## config.mk

```make
export PLATFORM = sky130hd
export DESIGN_NAME = mux_rr_sel
export DESIGN_NICKNAME = d
export VERILOG_FILES = /design/src/rtl/mux_pkg.sv /design/src/rtl/rr_pick.sv /design/src/rtl/mux_rr_sel.sv
export SDC_FILE = /design/constraint.sdc
export NUM_CORES = 1
export LEC_CHECK = 0
export BUFFER_PORTS_ARGS = -buffer_cell sky130_fd_sc_hd__buf_2
export CAP_MARGIN = 20
export CORE_MARGIN = 1.5
export CORE_UTILIZATION = 44
export CTS_CLUSTER_SIZE = 12
export DETAILED_ROUTE_END_ITERATION = 10
export GPL_ROUTABILITY_DRIVEN = 0
export PLACE_DENSITY = 0.62
export SLEW_MARGIN = 5
export SYNTH_ARGS = -nofsm -noshare
export SYNTH_HDL_FRONTEND = slang
export SYNTH_SLANG_ARGS = --single-unit
```

## constraint.sdc

```tcl
create_clock -name i_clk -period 5.6 [get_ports i_clk]
set_input_delay 1.12 -clock i_clk [delete_from_list [all_inputs] [get_ports i_clk]]
set_output_delay 1.12 -clock i_clk [all_outputs]
set_load 0.01 [all_outputs]
```

## src/rtl/mux_pkg.sv

```systemverilog
// Shared constants, FSM state type and select decode helper for the 8-to-1 mux datapath.
package mux_pkg;

  localparam int unsigned NCH   = 8;
  localparam int unsigned SEL_W = 3;

  typedef enum logic {
    IDLE  = 1'b0,
    GRANT = 1'b1
  } state_e;

  // Decode a select index into its one-hot channel mask
  function automatic logic [NCH-1:0] onehot8(input logic [SEL_W-1:0] sel);
    onehot8 = NCH'(1) << sel;
  endfunction

endpackage

```

## src/rtl/rr_pick.sv

```systemverilog
// Round-robin picker: first set request at or above ptr, wrapping 7->0.
module rr_pick
  import mux_pkg::*;
(
  input  logic [NCH-1:0]   req,
  input  logic [SEL_W-1:0] ptr,
  output logic [SEL_W-1:0] idx,
  output logic             found
);

  logic [2*NCH-1:0] req_dbl;
  logic [NCH-1:0]   req_rot;
  logic [SEL_W-1:0] off;

  // Rotate so that bit 0 of req_rot is channel ptr
  always_comb begin
    req_dbl = {req, req} >> ptr;
    req_rot = req_dbl[NCH-1:0];
  end

  // Priority-encode the lowest set bit of the rotated vector
  always_comb begin
    off = '0;
    for (int i = NCH - 1; i >= 0; i--) begin
      if (req_rot[i]) off = SEL_W'(i);
    end
  end

  // Un-rotate back to an absolute channel index
  always_comb begin
    idx   = ptr + off;
    found = |req;
  end

endmodule

```

## src/rtl/mux_rr_sel.sv

```systemverilog
// Round-robin select generator for the 8-to-1 mux with valid/ready and per-grant burst limit.
module mux_rr_sel
  import mux_pkg::*;
#(
  parameter int unsigned BURST = 4
) (
  input  logic             i_clk,
  input  logic             i_reset_n,
  input  logic [NCH-1:0]   i_req,
  input  logic             i_ready,
  output logic [SEL_W-1:0] o_sel,
  output logic [NCH-1:0]   o_grant,
  output logic             o_valid,
  output logic [NCH-1:0]   o_ack
);

  localparam int unsigned CNT_W = (BURST > 1) ? $clog2(BURST) : 1;

  state_e             state_q, state_d;
  logic [SEL_W-1:0]   sel_q, sel_d;
  logic [NCH-1:0]     grant_q, grant_d;
  logic [SEL_W-1:0]   ptr_q, ptr_d;
  logic [CNT_W-1:0]   cnt_q, cnt_d;

  logic               req_cur;
  logic               xfer;
  logic               release_c;
  logic [SEL_W-1:0]   pick_ptr;
  logic [SEL_W-1:0]   pick_idx;
  logic               pick_found;

  // While granted, the only re-arbitration is on release, which scans from sel+1
  assign pick_ptr = (state_q == GRANT) ? (sel_q + SEL_W'(1)) : ptr_q;

  rr_pick u_pick (
    .req   (i_req),
    .ptr   (pick_ptr),
    .idx   (pick_idx),
    .found (pick_found)
  );

  // State and datapath registers
  always_ff @(posedge i_clk or negedge i_reset_n) begin
    if (!i_reset_n) begin
      state_q <= IDLE;
      sel_q   <= '0;
      grant_q <= '0;
      ptr_q   <= '0;
      cnt_q   <= '0;
    end else begin
      state_q <= state_d;
      sel_q   <= sel_d;
      grant_q <= grant_d;
      ptr_q   <= ptr_d;
      cnt_q   <= cnt_d;
    end
  end

  // Next-state: initial grant from IDLE, burst counting, release and same-edge re-arbitration
  always_comb begin
    state_d   = state_q;
    sel_d     = sel_q;
    grant_d   = grant_q;
    ptr_d     = ptr_q;
    cnt_d     = cnt_q;
    release_c = 1'b0;
    unique case (state_q)
      IDLE: begin
        if (pick_found) begin
          state_d = GRANT;
          sel_d   = pick_idx;
          grant_d = onehot8(pick_idx);
          cnt_d   = '0;
        end
      end
      GRANT: begin
        release_c = (xfer && (cnt_q == CNT_W'(BURST - 1))) || !req_cur;
        if (xfer) cnt_d = cnt_q + CNT_W'(1);
        if (release_c) begin
          ptr_d = pick_ptr;
          if (pick_found) begin
            sel_d   = pick_idx;
            grant_d = onehot8(pick_idx);
            cnt_d   = '0;
          end else begin
            state_d = IDLE;
            grant_d = '0;
            cnt_d   = '0;
          end
        end
      end
      default: begin
        state_d = IDLE;
        grant_d = '0;
      end
    endcase
  end

  // Outputs: valid follows the granted channel's request; ack pulses on the transfer cycle
  always_comb begin
    req_cur = i_req[sel_q];
    o_valid = (state_q == GRANT) && req_cur;
    xfer    = o_valid && i_ready;
    o_ack   = xfer ? grant_q : '0;
    o_sel   = sel_q;
    o_grant = grant_q;
  end

endmodule

```

## Yosys cells after proc, flatten, opt, wreduce, memory -nomap -nowiden

Index checks and enable logic that the tools add are counted.
Widths: inputs -> output; s select.

- Order comparisons: 1
- Multiplexer cells: 26
- Shift operators: 2
- Eq/ne operators: 4
- Reductions and logical operators: 9
- $add $sub $neg: 3
- Bitwise logic cells: 1

Operators with widths:

| operator | number |
|---|---|
| $mux 3 | 11 |
| $mux 8 | 4 |
| $pmux 8 s2 | 1 |
| $shr 16x3->8 | 1 |
| $reduce_or 8->1 | 1 |
| $shl 1x3->8 const A | 1 |
| $mux 2 | 3 |
| $pmux 3 s2 | 1 |
| $reduce_and 2->1 | 3 |
| $lt 3x4->1 const B | 1 |
| $pmux 2 s2 | 1 |
| $add 3x1->3 const B | 1 |
| $add 3x3->3 | 1 |
| $bmux 1 s3 | 1 |
| $logic_and 1x1->1 | 3 |
| $mux 1 | 3 |
| $ne 3x1->1 const B | 1 |
| $add 2x1->2 const B | 1 |
| $eq 2x2->1 const B | 1 |
| $ne 2x1->1 const B | 1 |
| $ne 2x2->1 const B | 1 |
| $pmux 1 s2 | 1 |
| $logic_not 1->1 | 1 |
| $logic_or 1x1->1 | 1 |
| $not 1->1 | 1 |

- Register bits: 17
- Output and inout port bits: 20
- Bits of input ports: 11
- Logic and storage cells: 51

## Depth between registers and ports, before layout

Gate-level depths: netlist of run 1.

- Depth after elaboration: 16
- Depth in mapped cells: 14
- Depth with buffers taken out: 13

## By module

Synthesis of run 1 repeated with hierarchy kept, for this count alone.

- Cell total of the unflattened synthesis: 139
- Area, all modules: 1512.7 µm²

Modules (own cells, without submodules):

| module | sequential area each (µm²) | instances | area an instance (µm²) | cells an instance |
|---|---|---|---|---|
| mux_rr_sel | 425.4 | 1 | 993.5 | 89 |
| rr_pick | 0.0 | 1 | 519.2 | 50 |

## Least setup slack after synthesis of run 1

No wires, ideal clock.

- Path type: reg2reg
- From: register sel_q[0], in the netlist o_sel[0]
- To: register grant_q[2], in the netlist o_grant[2]
- Clock period less this slack: 3477 ps
- Path buffers: 1
- Stages on the path, launching flop included: 13
- Arrival time: 3367 ps
- Slack: 2123 ps
- Library setup time: 110 ps
- Required time: 5490 ps
- Cell sequence: dfrtp_1 -> ha_1 -> xor2_2 -> a21oi_4 -> buf_6 -> mux2_2 -> o32ai_1 -> nand2b_1 -> nand3_1 -> nand3_1 -> fa_1 -> or2_0 -> o41ai_1

- Cells in the longest elaborated chain, start to end: 16
- Elaborated cells on any way between the ends: 26
- Those cells by class: 2 x add/sub; 1 x eq/ne; 2 x shift; 15 x mux; 6 x reduce/logical

RTL lines:

| what | line | source |
|---|---|---|
| from (decl) | mux_rr_sel.sv:20 | `logic [SEL_W-1:0] sel_q, sel_d;` |
| from (signal assigned) | mux_rr_sel.sv:52 | `sel_q <= sel_d;` |
| $add 3x1->3 | mux_rr_sel.sv:33 | `assign pick_ptr = (state_q == GRANT) ? (sel_q + SEL_W'(1)) : ptr_q;` |
| $mux 3 | mux_rr_sel.sv:33 |  |
| $shr 16x3->8 | rr_pick.sv:17 | `req_dbl = {req, req} >> ptr;` |
| $mux 3 (8 in series) | rr_pick.sv:25 | `if (req_rot[i]) off = SEL_W'(i);` |
| $add 3x3->3 | rr_pick.sv:31 | `idx = ptr + off;` |
| $shl 1x3->8 | mux_pkg.sv:14 | `onehot8 = NCH'(1) << sel;` |
| $mux 8 | mux_rr_sel.sv:81 | `if (pick_found) begin` |
| $mux 8 | mux_rr_sel.sv:79 | `if (release_c) begin` |
| $pmux 8 s2 | mux_rr_sel.sv:67 | `unique case (state_q)` |
| to (signal assigned) | mux_rr_sel.sv:53 | `grant_q <= grant_d;` |
| to (decl) | mux_rr_sel.sv:21 | `logic [NCH-1:0] grant_q, grant_d;` |

Several ways; a longest one is shown, not always the timed one. The select of a mux whose other input is x is not followed.
A chain may end at the register's enable or synchronous reset.

## Worst setup path after layout of run 1

- From: register sel_q[0], in the netlist o_sel[0]
- To: register grant_q[5], in the netlist o_grant[5]

Same word-level chain as after synthesis.

==> results.json, run 1 <==
{
  "status": "complete, no violations",
  "grt.overflow.total": 0,
  "seq_area_um2": 425,
  "fin_skew_ps": 6.56,
  "cpMaxStageDelayCell": "a21oi_4",
  "synth.distinct_cells": 43,
  "first_pass_iters": 4,
  "start_kind": "flop",
  "grt_start_max_net_pins": 18,
  "via_count": 1443,
  "highest_layer": "met4",
  "track_usage": 0.212,
  "final_nets": 213,
  "finalCritPeriodShare": 0.735,
  "syn_area_mm2": 0.00154,
  "wl_met2_um": 1840,
  "path_cells": "ha_1 > xor2_2 > a21oi_4 > mux2i_1 > mux2i_1 > o31ai_1 > o221ai_4 > nand2b_1 > fa_1 > xnor2_1 > nor3_1 > o41ai_1",
  "die_area_mm2": 0.00386,
  "numCtsBuffers": 3,
  "synthFlopType": "dfrtp_1",
  "syn_area_per_cell_um2": 8.99,
  "synth_cells": 171,
  "layout.cells.most_common": "buf_2",
  "ctsHoldBuffers": 0,
  "via_per_inst": 5.91,
  "path_class": "flop to flop",
  "ios": 31,
  "hp-class": "flop to flop",
  "cp_common_cell": "mux2i_1",
  "multi_input_area_mm2": 0.00104,
  "drc": 0,
  "cts_resized": 0,
  "dp_hpwl_um": 2910,
  "critPathBufInv": 0,
  "yosysWarnings": 0,
  "die_h_um": 62.1,
  "area_delta_synth_final_pct": 12.9,
  "die_w_um": 62.1,
  "initial_core_util": 0.460,
  "path_clk_slew_ps": 100,
  "wire_per_inst_um": 15.4,
  "wl_um": 3770,
  "crit_path_max_incr_delay_ps": 500,
  "grt_pass1_wl_um": 6130,
  "cts_buffer_depth": 2,
  "end_kind": "flop",
  "layout_common_cells": "30 x buf_2, 21 x nand2_1, 17 x mux2i_1, 17 x dfrtp_1, 11 x a21oi_1",
  "report.final.slew_viol_count": 0,
  "grt_pass1_vias": 1333,
  "drt_iter0_drc": 89,
  "drive_gt1_frac": 0.232,
  "antenna_found_initial": 0,
  "cp_top_family": "compound AO/OA/AOI/OAI gates",
  "met1_length_um": 1750,
  "cts-root-buf": "clkbuf_4",
  "finalCriticalPeriod_ps": 4120,
  "tns_ps": 0,
  "rsz0062_at_grt": "no",
  "portBuffers": 30,
  "post-cts-setup-buffers": 0,
  "maxCapViolations": 0,
  "cts_tree": "yes",
  "synth-seq-area-share": 0.277,
  "setup_viol": 0,
  "antenna_left": 0,
  "synth_edf_count": 0,
  "syn-num-nets": 185,
  "required_ps": 5770,
  "clk_latency_ps": 290,
  "fmax_mhz": 243,
  "wl_met3_um": 160,
  "rows": 21,
  "diodes": 0,
  "arrival_ps": 4280,
  "cp_max_fo": 15,
  "synth_seq_cells": 17,
  "ys_async_sr_fraction": 1.00,
  "maxSlewHeadroom": 0.572,
  "tightest_slew_ps": 640,
  "h-tree-depth": 1,
  "hold_viol_final": 0,
  "cts.sinks": 17,
  "core_mm2": 0.00334,
  "n_fill_cell": 342
}
cells by family after synthesis:
| group | synth area share |
|---|---|
| flip-flops | 0.277 |
| multiplexers | 0.184 |
| AND/OR/NAND/NOR | 0.190 |
| adder cells (fa/ha/maj) | 0.0293 |
| AO/OA/AOI/OAI | 0.237 |
| XOR/XNOR | 0.0391 |
| buffers and inverters | 0.0440 |
worst reg2reg max path, stage by stage, from the launching register on:
cell and delay, ps:
dfrtp_1 490, ha_1 300, xor2_2 180, a21oi_4 500, mux2i_1 430, mux2i_1 120
o31ai_1 390, o221ai_4 200, nand2b_1 190, fa_1 420, xnor2_1 170, nor3_1 470
o41ai_1 140
sequential cells by signal, indices dropped and copies added (netlist names):
name and count:
ptr_q 3, state_q 1, cnt_q 2, o_grant 8
o_sel 3
stage by stage:
stage / worst slack (ps) / util / area [um^2] / cells / hold WS [ps]
2_1_floorplan: 2120 / - / 1540 / 171 / 463
3_3_place_gp: 1520 / 0.511 / 1710 / 240 / 478
6_report: 1480 / 0.520 / 1730 / 244 / 507
4_1_cts: 1480 / 0.520 / 1730 / 244 / 512
3_5_place_dp: 1490 / 0.511 / 1710 / 240 / 486
5_1_grt: 1190 / 0.520 / 1730 / 244 / 545
synth_stat cells, drive strengths merged, types with 4 or more instances:
cell,count,area (um^2)
buf,4,26.3
inv,8,30.0
nand3,5,25.0
o21ai,8,40.0
nand2,21,78.8
mux2i,18,193
a21oi,13,80.1
o41ai,8,70.1
mux2,4,45.0
nor3,4,20.0
nor2b,5,31.3
dfrtp,17,425
nor2,4,15.0
a211oi,6,45.0
xnor2,4,35.0
and3,8,50.1
path summary, 6_finish.rpt:
| path | start | to | slack, ps | cells past startpoint |
|---|---|---|---|---|
| min in group asynchronous | i_reset_n | o_sel[1] | 730 | 1 |
| worst max-delay path | o_sel[0] | o_grant[5] | 1480 | 12 |
| worst min register to register | o_grant[7] | o_grant[7] | 510 | 2 |
| max in group asynchronous | i_reset_n | o_sel[0] | 4600 | 1 |
| worst min-delay path | o_grant[7] | o_grant[7] | 510 | 2 |
| worst max register to register | o_sel[0] | o_grant[5] | 1480 | 12 |
routing by layer:
| metal | GRT usage | up-vias |
|---|---|---|
| met5 | 0 | - |
| met4 | 0.0334 | 0 |
| met3 | 0.0497 | 4 |
| met2 | 0.341 | 38 |
| met1 | 0.297 | 698 |
| li1 | - | 703 |
final cells by class:
type	count	share of cell area
sequential	17	0.245
clock inverter	1	0.00289
multi-input combinational	139	0.602
tap	46	0.0332
timing repair buffer	30	0.0866
inverter	8	0.0173
clock buffer	3	0.0130
Power of run 1 is not shown: default switching activity piles up to over one toggle a cycle in this logic, so the estimate is an artifact.
==> inputs of run 2 (changes only) <==
--- a/config.mk
+++ b/config.mk
@@ -5,6 +5,7 @@
 export SDC_FILE = /design/constraint.sdc
 export NUM_CORES = 1
 export LEC_CHECK = 0
+export ABC_AREA = 1
 export BUFFER_PORTS_ARGS = -buffer_cell sky130_fd_sc_hd__buf_2
 export CAP_MARGIN = 20
 export CORE_MARGIN = 1.5
==> constraint.sdc (replaced) <==
create_clock -name i_clk -period 4.2 [get_ports i_clk]
set_input_delay 0.84 -clock i_clk [delete_from_list [all_inputs] [get_ports i_clk]]
set_output_delay 0.84 -clock i_clk [all_outputs]
set_load 0.01 [all_outputs]
==> run 2 against run 1 <==
  * Clock skew fell by 5.2 ps
  * Synthesized cell count grew 43%
  * Flip-flop and latch count stayed put
  * Global-route usage down 0.30 points
  * Worst setup slack worse by 600 ps
  * Critical endpoint unchanged
==> results.json, run 2 <==
{
  "post-cts-setup-buffers": 0,
  "portBuffers": 30,
  "cts.sinks": 17,
  "dp_hpwl_um": 2940,
  "rsz0062_at_grt": "no",
  "die_w_um": 61.1,
  "yosys-top-cells-count": "92 x nand2_1, 36 x nand3_1, 30 x inv_1, 17 x dfrtp_1, 14 x nor2_1",
  "first_pass_iters": 4,
  "syn-num-nets": 258,
  "status": "complete, no violations",
  "n_fill_cell": 326,
  "tns_ps": 0,
  "path_class": "flop to flop",
  "yosysMostFrequentCell": "nand2_1",
  "required_ps": 4440,
  "synth_cells": 244,
  "layout_common_cells": "92 x nand2_1, 36 x nand3_1, 30 x inv_1, 30 x buf_2, 17 x dfrtp_1",
  "track_usage": 0.209,
  "synthFlopType": "dfrtp_1",
  "yosysWarnings": 0,
  "wl_um": 3640,
  "numCtsBuffers": 3,
  "cts_tree": "yes",
  "report.final.slew_viol_count": 0,
  "synth.distinct_cells": 26,
  "hold_viol_final": 0,
  "grt_pass1_vias": 1387,
  "final_core_util": 0.548,
  "cts_resized": 0,
  "via_per_inst": 4.95,
  "area_delta_synth_final_pct": 15.3,
  "hp-class": "input port to async pin",
  "core_mm2": 0.00313,
  "fmax_mhz": 302,
  "grt.overflow.total": 0,
  "die_area_mm2": 0.00374,
  "reg2regPathDepth": 22,
  "diodes": 0,
  "clk_latency_ps": 290,
  "largest_register_ffs": 8,
  "syn_area_mm2": 0.00149,
  "synth_top_cells_by_area": "dfrtp_1 29%, nand2_1 23%, nand3_1 12%, inv_1 7.6%, o21ai_0 4.0%",
  "yosysTopAreaCell": "dfrtp_1",
  "dp_slack_ps": 930,
  "worst_slack_ps": 884,
  "synth_seq_cells": 17,
  "maxSlewHeadroom": 0.631,
  "antenna_left": 0,
  "fin_skew_ps": 1.39,
  "finalCriticalPeriod_ps": 3320,
  "synth_edf_count": 0,
  "dp_cells": 317,
  "cts_buffer_depth": 2,
  "start_kind": "flop",
  "ctsHoldBuffers": 0,
  "cts-root-buf": "clkbuf_4",
  "drive_gt1_frac": 0.191,
  "path_clk_slew_ps": 100,
  "finalCritPeriodShare": 0.790,
  "cp_max_fo": 10,
  "layout.cells.most_common": "nand2_1",
  "via_count": 1589,
  "die_h_um": 61.1,
  "ys_async_sr_fraction": 1.00,
  "syn_area_per_cell_um2": 6.09,
  "wire_per_inst_um": 11.3,
  "setup_viol": 0,
  "h-tree-depth": 1,
  "initial_core_util": 0.475,
  "yosys.area.top_type_share": 0.286,
  "grt_start_max_net_pins": 18,
  "drc": 0,
  "drt_iter0_drc": 151,
  "arrival_ps": 3550,
  "grt_pass1_wl_um": 5840,
  "maxCapViolations": 0,
  "ios": 31,
  "tightest_slew_ps": 547,
  "final_cells": 321,
  "antenna_found_initial": 0,
  "synth-seq-area-share": 0.286,
  "final_nets": 292,
  "end_kind": "flop",
  "rows": 20
}
[run 2: changes by cell type after synthesis, sizes merged, moves of 5 or more]
cell | previous run | this run
nand2 | 21 | 100
a211oi | 6 | 0
mux2i | 18 | 0
inv | 8 | 32
o21ai | 8 | 18
o41ai | 8 | 0
nand3 | 5 | 37
nor2 | 4 | 16
and3 | 8 | 0
nor2b | 5 | 0
[run 2: worst max-delay path, cell delays in order (launching register included)]
cell and delay (ps):
dfrtp_1 530, ha_1 220, inv_1 40, nand2_1 50
nand2_1 70, o21ai_1 400, nand3_1 170, nand2_1 100
nand2_1 50, nand2_1 60, nand2_1 50, nand2_1 50
nand2_1 40, nand2_1 80, nand3_2 130, fa_1 400
xnor2_1 220, inv_1 60, nand3_1 120, nand2_1 90
nor2_2 150, nand4_1 110, nand2_1 70
[run 2: layer usage]
layer	up-vias	share of wire	GRT usage
li1	851	-	-
met1	692	0.48	0.267
met2	38	0.47	0.371
met3	8	0.033	0.0147
met4	0	0.018	0.0776
met5	-	0	0
[run 2: path summary, 6_finish.rpt]
path	from	endpoint	slack, ps
max	o_sel[0]	o_grant[5]	880
min	i_reset_n	cnt_q[0]	450
max reg2reg	o_sel[0]	o_grant[5]	880
min reg2reg	ptr_q[2]	ptr_q[2]	500
max in group asynchronous	i_reset_n	o_grant[3]	3480
min in group i_clk	ptr_q[2]	ptr_q[2]	500
[run 2: per-stage QoR]
stage	instance area [um^2]	hold WS [ps]
floorplan	1490	453
global placement	1690	475
detailed placement	1690	476
CTS	1710	464
global route	1710	475
finish	1710	449
[run 2: cells by family after synthesis]
logic type,after synthesis,share of synthesized area
flip-flops,17,0.286
adder cells (fa/ha/maj),3,0.0303
XOR/XNOR,1,0.00589
buffers and inverters,34,0.0892
AO/OA/AOI/OAI,28,0.114
AND/OR/NAND/NOR,161,0.475
[run 2: cell type report]
type                    instances  area [um^2]  area share
multi-input cells             193          928       0.542
flip-flops and latches         17          425       0.248
repair buffers                 31          158      0.0920
inverters                      32          120      0.0701
well taps                      44         55.1      0.0321
clock buffers                   3         22.5      0.0131
clock inverters                 1         5.00     0.00292
Power of run 2 is left out for the same reason.
